--- src/rtl/kbd_box_sched.sv ---
// kbd_box_sched: PS/2 scancode decoder feeding a command FIFO.
// It applies at most one command per frame to the box position and colour.
// Ports:
//   clk, reset (async active-low)
//   scancode/flagkey: bytes from the PS/2 receiver
//   frame_start: pops and applies one queued command
//   box_x/box_y/box_rgb: registered box state
//   queue_level/overflow: FIFO status
module kbd_box_sched #(
  parameter int HRES  = 640,
  parameter int VRES  = 480,
  parameter int BOX   = 32,
  parameter int STEP  = 8,
  parameter int DEPTH = 4
) (
  input  logic       clk,
  input  logic       reset,
  input  logic [7:0] scancode,
  input  logic       flagkey,
  input  logic       frame_start,
  output logic [9:0] box_x,
  output logic [8:0] box_y,
  output logic [8:0] box_rgb,
  output logic [2:0] queue_level,
  output logic       overflow
);

  localparam int PW = (DEPTH > 1) ? $clog2(DEPTH) : 1;
  localparam int XMAX = HRES - BOX;
  localparam int YMAX = VRES - BOX;
  localparam logic [9:0] XHOME = 10'((HRES - BOX) / 2);
  localparam logic [8:0] YHOME = 9'((VRES - BOX) / 2);

  typedef enum logic [1:0] {
    IDLE, EXT, BRK, EXT_BRK
  } state_t;

  typedef enum logic [2:0] {
    C_UP, C_DOWN, C_LEFT, C_RIGHT,
    C_RED, C_GRN, C_BLU, C_HOME
  } cmd_t;

  state_t state, state_nx;
  logic   push;
  cmd_t   push_cmd;

  always_comb begin
    state_nx = state;
    push     = 1'b0;
    push_cmd = C_HOME;
    if (flagkey) begin
      case (state)
        IDLE: begin
          case (scancode)
            8'hE0: state_nx = EXT;
            8'hF0: state_nx = BRK;
            8'h2D: begin push = 1'b1; push_cmd = C_RED;  end
            8'h34: begin push = 1'b1; push_cmd = C_GRN;  end
            8'h32: begin push = 1'b1; push_cmd = C_BLU;  end
            8'h29: begin push = 1'b1; push_cmd = C_HOME; end
            default: state_nx = IDLE;
          endcase
        end
        EXT: begin
          state_nx = IDLE;
          case (scancode)
            8'h75: begin push = 1'b1; push_cmd = C_UP;    end
            8'h72: begin push = 1'b1; push_cmd = C_DOWN;  end
            8'h6B: begin push = 1'b1; push_cmd = C_LEFT;  end
            8'h74: begin push = 1'b1; push_cmd = C_RIGHT; end
            8'hF0: state_nx = EXT_BRK;
            default: state_nx = IDLE;
          endcase
        end
        default: state_nx = IDLE;
      endcase
    end
  end

  always_ff @(posedge clk or negedge reset) begin
    if (!reset) state <= IDLE;
    else        state <= state_nx;
  end

  cmd_t          mem [DEPTH];
  logic [PW-1:0] wr_ptr, rd_ptr;
  logic          full, empty, pop, wr_en;
  cmd_t          head;

  assign full  = queue_level == 3'(DEPTH);
  assign empty = queue_level == 3'd0;
  assign pop   = frame_start && !empty;
  // a simultaneous pop frees a slot, so a push into a full FIFO still lands
  assign wr_en = push && (!full || pop);
  assign head  = mem[rd_ptr];

  always_ff @(posedge clk) begin
    if (wr_en) mem[wr_ptr] <= push_cmd;
  end

  always_ff @(posedge clk or negedge reset) begin
    if (!reset) begin
      wr_ptr      <= '0;
      rd_ptr      <= '0;
      queue_level <= '0;
      overflow    <= 1'b0;
    end else begin
      if (wr_en) wr_ptr <= wr_ptr + PW'(1);
      if (pop)   rd_ptr <= rd_ptr + PW'(1);
      case ({wr_en, pop})
        2'b10:   queue_level <= queue_level + 3'd1;
        2'b01:   queue_level <= queue_level - 3'd1;
        default: queue_level <= queue_level;
      endcase
      if (push && full && !pop) overflow <= 1'b1;
    end
  end

  // one extra bit: the MSB flags a subtraction that went below zero
  logic [10:0] x_dec, x_inc;
  logic [9:0]  y_dec, y_inc;
  logic [9:0]  x_left, x_right;
  logic [8:0]  y_up, y_down;

  assign x_dec   = {1'b0, box_x} - 11'(STEP);
  assign x_inc   = {1'b0, box_x} + 11'(STEP);
  assign y_dec   = {1'b0, box_y} - 10'(STEP);
  assign y_inc   = {1'b0, box_y} + 10'(STEP);
  assign x_left  = x_dec[10] ? 10'd0 : x_dec[9:0];
  assign x_right = (x_inc > 11'(XMAX)) ? 10'(XMAX) : x_inc[9:0];
  assign y_up    = y_dec[9] ? 9'd0 : y_dec[8:0];
  assign y_down  = (y_inc > 10'(YMAX)) ? 9'(YMAX) : y_inc[8:0];

  always_ff @(posedge clk or negedge reset) begin
    if (!reset) begin
      box_x   <= XHOME;
      box_y   <= YHOME;
      box_rgb <= 9'h1FF;
    end else if (pop) begin
      unique case (head)
        C_UP:    box_y <= y_up;
        C_DOWN:  box_y <= y_down;
        C_LEFT:  box_x <= x_left;
        C_RIGHT: box_x <= x_right;
        C_RED:   box_rgb[8:6] <= box_rgb[8:6] + 3'd1;
        C_GRN:   box_rgb[5:3] <= box_rgb[5:3] + 3'd1;
        C_BLU:   box_rgb[2:0] <= box_rgb[2:0] + 3'd1;
        C_HOME: begin
          box_x   <= XHOME;
          box_y   <= YHOME;
          box_rgb <= 9'h1FF;
        end
      endcase
    end
  end

endmodule

--- config.mk ---
export PLATFORM = sky130hd
export DESIGN_NAME = kbd_box_sched
export DESIGN_NICKNAME = d
export VERILOG_FILES = /design/src/rtl/kbd_box_sched.sv
export SDC_FILE = /design/constraint.sdc
export NUM_CORES = 1
export LEC_CHECK = 0
export ABC_CLOCK_PERIOD_IN_PS = 5750
export CELL_PAD_IN_SITES_DETAIL_PLACEMENT = 0
export CELL_PAD_IN_SITES_GLOBAL_PLACEMENT = 1
export CORE_MARGIN = 3
export CORE_UTILIZATION = 40
export CTS_BUF_LIST = sky130_fd_sc_hd__clkbuf_4 sky130_fd_sc_hd__clkbuf_8
export DETAILED_ROUTE_END_ITERATION = 6
export PLACE_DENSITY = 0.76
export SYNTH_ARGS = -nofsm -noshare
export SYNTH_HDL_FRONTEND = slang
export SYNTH_SLANG_ARGS = --single-unit
--- constraint.sdc ---
create_clock -name clk -period 5.75 [get_ports clk]
set_input_delay 1.15 -clock clk [delete_from_list [all_inputs] [get_ports clk]]
set_output_delay 1.15 -clock clk [all_outputs]
set_load 0.05 [all_outputs]
Word level (Yosys, flattened, before mapping)
Memories as Yosys holds them, arrays and structs flattened.
Cells that the tools add are included.
- register bits: 38
- memories: 1
- bits in writable memories: 12
- equal/unequal tests: 22
- reduce and logical (&&, ||, !) cells: 25
- $add $sub $neg: 11
- magnitude comparators: 2
- mux-type cells: 23
- memories (memory ; depth ; bits a word ; read ports ; clocked after memory_dff ; write ports ; line ; source):
    mem ; 4 ; 3 ; 1 ; 0 ; 1 ; 85 ; cmd_t mem [DEPTH];
- operator list (operator ; number):
    8-bit by 6-bit equality test with 1-bit output, second input constant ; 4
    8-bit by 7-bit equality test with 1-bit output, second input constant ; 4
    10-bit case mux with 3 select lines ; 1
    3-bit case mux with 2 select lines ; 5
    9-bit case mux with 3 select lines ; 1
    10-bit 2-to-1 mux ; 2
    9-bit 2-to-1 mux ; 2
    8-bit equality test, second input constant ; 2
    3-bit equality test, second input constant ; 5
    3-bit by 1-bit adder with 3-bit output, second input constant ; 4
    2-bit case mux with 3 select lines ; 2
    3-bit case mux with 4 select lines ; 1
    2-bit AND reduction ; 6
    10-bit by 4-bit adder with 11-bit output, second input constant ; 1
    11-bit by 10-bit greater-than comparator with 1-bit output, second input constant ; 1
    10-bit by 4-bit subtractor with 11-bit output, second input constant ; 1
    9-bit by 4-bit adder with 10-bit output, second input constant ; 1
    10-bit by 9-bit greater-than comparator with 1-bit output, second input constant ; 1
    9-bit by 4-bit subtractor with 10-bit output, second input constant ; 1
    2-bit nonzero test ; 4
    4-bit OR reduction ; 2
    3-bit by 2-bit equality test with 1-bit output, second input constant ; 2
    3-bit logical NOT ; 2
    3-bit nonzero test ; 2
    15 further kinds ; 26

Logic depth before layout (Yosys ltp)
Gate-level depths: netlist of the first run.
- word-level depth: 8
- gate-level depth with buffers: 10
- depth with buffers taken out: 10

Worst setup path before layout of the first run
OpenSTA, ideal clock, no wires.
- path kind: in2reg
- from: input scancode[5]
- to: register queue_level[1]
- setup slack: 2.645 ns
- stages: 9
- arrival: 3.022 ns
- library setup time: 0.083 ns
- path buffers: 0
- cell sequence: nor2b_1 -> o2111ai_1 -> a21oi_2 -> or2_2 -> nor2_1 -> fa_1 -> inv_1 -> a211o_1 -> o21ai_0
- cells in the longest elaborated chain, start to end: 8
- elaborated cells between the ends (all ways): 19
- those cells by class: eq/ne: 10; mux: 5; reduce/logical: 4
- RTL lines (what ; line ; source):
    start: declaration ; 18 ; input logic [7:0] scancode,
    8-bit by 7-bit equality test with 1-bit output / 8-bit by 6-bit equality test with 1-bit output (equally long branches) ; 66, 54 ;
    4-bit OR reduction (no source line) ; - ;
    1-bit 2-to-1 mux, on equally long branches ; 66, 54 ;
    1-bit case mux with 2 select lines (*) ; 52 ; case (state)
    1-bit 2-to-1 mux (*) ; 51 ; if (flagkey) begin
    1-bit logical AND (*) ; 94 ; assign wr_en = push && (!full || pop);
    2-bit by 1-bit equality test with 1-bit output / 2-bit equality test (equally long branches) ; 110 ; case ({wr_en, pop})
    3-bit case mux with 2 select lines / 2-bit nonzero test (equally long branches) ; - ;
    end signal: assignment ; 111 ; 2'b10: queue_level <= queue_level + 3'd1;
    end signal: assignment ; 112 ; 2'b01: queue_level <= queue_level - 3'd1;
    end signal: assignment ; 113 ; default: queue_level <= queue_level;
    end: declaration ; 24 ; output logic [2:0] queue_level,
Mark *: on every way between the ends. The rest lies on a longest branch, timed or not.
A chain may end at the register's enable or synchronous reset.

Worst setup path in the final report of the first run
- from: input scancode[1]
- to: register queue_level[1]
The elaborated chain is that of the path after synthesis.

==> metrics.csv, run 1 <==
stage,metric,value,unit
critical_path,cp_cell_sequence,clkdlybuf4s50_1 > nor3b_1 > o2111ai_1 > a21oi_2 > or2_2 > nor2_1 > fa_1 > inv_1 > a211o_1 > o21ai_0,
sta,grt_setup_unrepaired,false,
worst_hold_path,min_path_type,reg2reg,
critical_path,crit_slowest_cell,clkdlybuf4s50_1,
worst_hold_path,min_to,overflow,
yosys,yosys_warnings,0,
clocking,cts_made_buffers,5,
floorplan,dieArea,0.00890,mm^2
layout,fin_nets,396,
global_route,first_global_vias,2365,
clocking,cts_tree,done,
global_route,grt_max_degree,33,
yosys,synth_cell_types,69,
floorplan,fp.dieW,94.3,um
yosys,synthArstFlopShare,72.7,%
clocking,clockBufferDepth,2,
routing,highest_layer,met4,
yosys,ys.flop_type,dfrtp_1,
critical_path,r2r_slack,3.31,ns
yosys,ys_ff_latch,44,
placement,hpwl,4770,um
pwr,ir_drop,0.000194,V
layout,stdcell_area,0.00361,mm^2
yosys,synth_edf_count,12,
floorplan,coreArea,0.00741,mm^2
floorplan,rows,31,
routing,dr_wl_met2,3060,um
layout,layout-drive-gt1-share,11.5,%
floorplan,die_y,94.3,um
placement,place.port_buffers,37,
global_route,grt_overflow,0,
yosys,syn_inst,343,
routing,drtIter0Drc,95,
critical_path,startpoint_type,input pin,
sta,setup_violations,0,
sta,finalClockSkew,0.00562,ns
clocking,cts_root_buffer,clkbuf_8,
pwr,power_leakage,1.36,nW
sta,layout_min_cycle_time,3.59,ns
layout,layout_common_cells,"clkdlybuf4s50_1, nor2_1, nand2_1, a21oi_1, o21ai_0",
pwr,power_density,462,mW/mm^2
yosys,yosysSeqAreaShare,37.8,%
routing,drt_wl_total,6580,um
critical_path,worstSetupPathType,in2reg,
yosys,syn_area_per_cell,9.10,um^2
floorplan,io_pins,44,
clocking,cts-hold-fix-buffers,0,
job,drv_cap,0,
sta,finalMaxSlewViolations,0,
critical_path,reg2reg_depth,9,
floorplan,initial_core_util,42.1,%
routing,dr.pass1.iters,4,
sta,tightestPinTransition,0.774,ns
global_route,antenna_found_initial,0,
layout,antenna_cells,0,
routing,met1Wirelength,3160,um
placement,gp_congestion,0.868,
worst_hold_path,hp-start,overflow,
routing,met3_length,261,um
clocking,cts_max_level,2,
global_route,grt.total_usage,15.5,%
clocking,cts_resized,0,
layout,area_growth_syn_to_layout,15.7,%
layout,final_util,48.8,%
critical_path,r2r-end,queue_level[1],
routing,drcViolationCount,0,
routing,vias_per_cell,5.41,
sta,slew_headroom,48.0,%
yosys,netlist_area,0.00312,mm^2
clocking,clk_pin_slew,0.08,ns
critical_path,r2r_start,state[0],
clocking,clock_sink_count,44,
sta,setup_tns,0,ns
routing,num_vias,2552,
routing,postRouteAntennaNets,0,
layout,n_fill_cell,712,
critical_path,cp-startpoint,scancode[1],
global_route,grt_pass1_wl,11200,um
critical_path,cp-end-kind,register,
routing,wl_per_cell,13.9,um
sta,max_freq,279,MHz
pwr,p_total,1.67,mW
critical_path,required,5.97,ns
placement,place_area,0.00352,mm^2
clocking,clk_latency,0.30,ns
sta,finalCritPeriodShare,62.4,%
clocking,cts_setup_buffers,0,
status,outcome,"finished, final reports clean",
critical_path,cp.arrival,3.81,ns
critical_path,critical-path-max-stage-delay,0.61,ns
layout,final_common_cell,clkdlybuf4s50_1,
worst_hold_path,hold_depth,1,
sta,finalHoldViolCount,0,
critical_path,cp_max_fo,10,
## routing by layer
| layer | global-route usage, % | vias up |
|---|---|---|
| li1 | - | 1311 |
| met1 | 21.3 | 1175 |
| met2 | 25.1 | 54 |
| met3 | 2.71 | 12 |
| met4 | 4.81 | 0 |
| met5 | 0 | - |
## flip-flops by register name (all words and copies together), names as in the netlist
signal / count
box_rgb: 9
box_x: 7
box_y: 6
mem: 12
overflow: 1
queue_level: 3
rd_ptr: 2
state: 2
wr_ptr: 2
## through the flow
stage | cells | hold WS (ns) | worst slack (ns)
2_1_floorplan | 348 | 0.493 | 2.65
4_1_cts | 472 | 0.486 | 2.17
3_5_place_dp | 464 | 0.463 | 1.85
6_report | 472 | 0.477 | 2.16
3_3_place_gp | 464 | 0.467 | 1.93
5_1_grt | 472 | 0.516 | 1.98
## kinds of logic (layout without fill, tap and decap cells)
kind of cell	count (synthesis)	count (layout)	share of synthesized area, %
AO/OA/AOI/OAI	104	104	23.1
XOR/XNOR	9	9	2.53
other	1	6	0.120
flip-flops	44	44	37.8
adder cells (fa/ha/maj)	12	12	5.05
AND/OR/NAND/NOR	122	122	20.0
multiplexers	13	13	5.49
buffers and inverters	38	63	5.93
## worst max-delay path by stage
stage / end / slack (ns) / cells past startpoint
2_1_floorplan: queue_level[1] / 2.65 / 9
3_3_place_gp: queue_level[1] / 1.93 / 10
6_report: queue_level[1] / 2.16 / 10
4_1_cts: queue_level[1] / 2.17 / 10
3_5_place_dp: queue_level[1] / 1.85 / 10
5_1_grt: queue_level[2] / 1.98 / 10
## power breakdown
group,leakage [nW],internal [mW],switching [mW]
registers,0.501,0.421,0.160
logic,0.824,0.351,0.538
clock network,0.0378,0.0841,0.114
total,1.36,0.855,0.813
## synth_stat cells (all sizes together), types with 3 or more instances
cell type  instances  area share (%)
nand3             10             1.6
a21oi             25             4.7
or2                3            0.76
nand2b             6             1.2
nand4              4            0.80
xor2               3            0.84
clkbuf            10             1.2
edfxtp            12              12
nor2              33             4.0
o21a               3            0.72
nor3b              4            0.96
mux2i              7             2.2
a31oi              7             1.6
nand2             28             3.4
and2               7             1.5
nor2b              7             1.4
dfstp             15              13
ha                11             4.4
xnor2              6             1.7
o221ai             3            0.84
buf               12             2.8
nor3               6            0.96
o22ai              5             1.0
o211ai             6             1.4
dfrtp             17              14
o31ai              3            0.72
a22o               3            0.84
o21ai             24             4.0
mux2               3             1.1
inv               16             1.9
mux4               3             2.2
## critical path, delay by kind of cell
| kind | cells | cell delay (ns) |
|---|---|---|
| compound gates | 4 | 0.88 |
| buf+inv | 2 | 0.65 |
| fa+ha+maj | 1 | 0.53 |
| simple gates | 3 | 0.59 |
## final cells by class
class | count | area, um^2 | share of cell area [%]
clock inverters | 3 | 18.8 | 0.520
multi-input cells | 266 | 1780 | 49.2
flip-flops and latches | 44 | 1180 | 32.7
inverters | 16 | 60.1 | 1.66
repair buffers | 39 | 385 | 10.7
well taps | 99 | 124 | 3.43
clock buffers | 5 | 68.8 | 1.91
Power figures use the tool's default switching activity.
==> run 2, diff against run 1 <==
- ABC_CLOCK_PERIOD_IN_PS: 5750 -> 3060
- CORE_UTILIZATION: 40 -> 39
- PLACE_DENSITY: 0.76 -> 0.77
- clock period: 5.75 -> 3.06 ns (I/O delays scaled with it)
==> run 2 against run 1 <==
- first-iteration DRC count increased by 17%
- clock power increased by 140%
- worst hold slack got worse by 0.0013 ns
- worst setup slack got worse by 1.8 ns
- sequential power increased by 84%
- highest routed layer unchanged
- critical path type unchanged
==> metrics.csv, run 2 (synthesized netlist as in run 1, its figures left out) <==
stage,metric,value,unit
status,outcome,"finished, final reports clean",
pwr,ir_drop,0.000366,V
clocking,cts_root_buffer,clkbuf_8,
sta,max_freq,368,MHz
global_route,grt_max_degree,33,
layout,layout-drive-gt1-share,13.9,%
layout,largest_register_ffs,12,
sta,grt_setup_unrepaired,false,
sta,tightestPinTransition,0.770,ns
global_route,antenna_found_initial,0,
layout,fin_nets,405,
layout,antenna_cells,0,
critical_path,r2r_slack,0.67,ns
placement,place.port_buffers,37,
clocking,cts_setup_buffers,0,
sta,layout_min_cycle_time,2.71,ns
sta,finalClockSkew,0.0137,ns
clocking,cts_tree,done,
global_route,grt_overflow,0,
floorplan,rows,31,
clocking,cts_resized,0,
clocking,clk_pin_slew,0.09,ns
floorplan,dieArea,0.00911,mm^2
placement,hpwl,4900,um
layout,multi_input_area,0.00178,mm^2
critical_path,startpoint_type,input pin,
sta,finalHoldViolCount,0,
clocking,cts_made_buffers,5,
job,drv_cap,0,
sta,finalCritPeriodShare,88.7,%
routing,drt_wl_total,6650,um
routing,drtIter0Drc,111,
routing,postRouteAntennaNets,0,
critical_path,required,3.27,ns
floorplan,die_y,95.5,um
critical_path,cp_max_fo,6,
critical_path,r2r-end,box_y[8],
pwr,power_leakage,1.43,nW
layout,final_common_cell,clkdlybuf4s50_1,
routing,num_vias,2594,
routing,dr.pass1.iters,4,
worst_hold_path,min_path_type,reg2reg,
layout,layout_common_cells,"clkdlybuf4s50_1, nor2_1, nand2_1, a21oi_1, o21ai_0",
sta,setup_violations,0,
floorplan,initial_core_util,41.5,%
routing,drcViolationCount,0,
layout,seq_area,0.00118,mm^2
routing,wl_per_cell,13.8,um
layout,final_util,49.4,%
routing,vias_per_cell,5.39,
layout,area_growth_syn_to_layout,19.0,%
clocking,cts_max_level,2,
critical_path,cp.arrival,2.92,ns
sta,finalMaxSlewViolations,0,
global_route,grt_pass1_wl,11400,um
floorplan,io_pins,44,
layout,final_cell_count_no_fill,481,
critical_path,r2r_start,rd_ptr[0],
clocking,clk_latency,0.30,ns
floorplan,coreArea,0.00752,mm^2
worst_hold_path,hold_depth,1,
worst_hold_path,hp-start,overflow,
clocking,clockBufferDepth,2,
global_route,grt.total_usage,15.6,%
floorplan,fp.dieW,95.5,um
placement,dp.cells,473,
critical_path,cp-end-kind,register,
critical_path,reg2reg_depth,6,
layout,top_regs,"mem x12, box_rgb x9, box_x x7",
clocking,cts-hold-fix-buffers,0,
sta,setup_tns,0,ns
placement,gp_congestion,0.926,
critical_path,worstSetupPathType,in2reg,
sta,slew_headroom,48.2,%
layout,n_fill_cell,726,
pwr,power_density,875,mW/mm^2
clocking,clock_sink_count,44,
layout,top_register,mem,
global_route,first_global_vias,2425,
worst_hold_path,min_to,overflow,
[run 2: cell types whose count changed in the layout (fill, tap and decap cells not counted)]
cell / before / now
clkinv_1: 1 / 0
buf_4: 2 / 11
clkinv_4: 0 / 1
clkbuf_8: 5 / 6
bufinv_16: 0 / 1
clkinvlp_4: 2 / 0
[run 2: power breakdown]
| group | switching, mW | internal (mW) |
|---|---|---|
| logic | 1.03 | 0.671 |
| registers | 0.284 | 0.791 |
| clock network | 0.207 | 0.267 |
[run 2: how the worst max path moves through the flow]
stage | start | to | slack (ns) | depth (start not counted)
floorplan | scancode[5] | queue_level[1] | 0.49 | 9
global placement | scancode[0] | queue_level[1] | 0.09 | 9
detailed placement | scancode[0] | queue_level[1] | 0.07 | 10
CTS | scancode[0] | queue_level[1] | 0.36 | 10
global route | scancode[0] | queue_level[1] | 0.14 | 9
finish | scancode[0] | queue_level[1] | 0.35 | 10
[run 2: critical path: stages]
cell and delay, ns:
clkdlybuf4s50_1 0.49, nor3b_1 0.33, nand3b_1 0.13, a211oi_2 0.25, or2_2 0.15, nor2_1 0.04, fa_1 0.53, inv_1 0.04
a211o_1 0.21, o21ai_0 0.13
[run 2: through the flow]
stage               hold WS, ns  setup WS, ns  area (um^2)  power, mW
floorplan                 0.316         0.493         3140       2.35
global placement          0.453        0.0885         3590       2.77
detailed placement        0.456        0.0659         3590       2.79
global route              0.514         0.143         3710       3.51
CTS                       0.482         0.358         3710       3.28
finish                    0.476         0.345         3710       3.25
[run 2: layout make-up]
cell class / instances / share of cell area, %
Clock inverter: 2 / 1.04
Inverter: 16 / 1.62
Multi-Input combinational cell: 266 / 47.8
Clock buffer: 6 / 2.22
Sequential cell: 44 / 31.8
Timing Repair Buffer: 48 / 12.2
Tap cell: 99 / 3.34
[run 2: per-layer routing]
| layer | track usage [%] | share of wire (%) | up-vias | routed length, um |
|---|---|---|---|---|
| li1 | - | - | 1330 | - |
| met1 | 21.1 | 48 | 1207 | 3180 |
| met2 | 25.7 | 47 | 52 | 3110 |
| met3 | 3.39 | 4.7 | 5 | 312 |
| met4 | 2.84 | 0.72 | 0 | 48 |
| met5 | 0 | 0 | - | 0 |
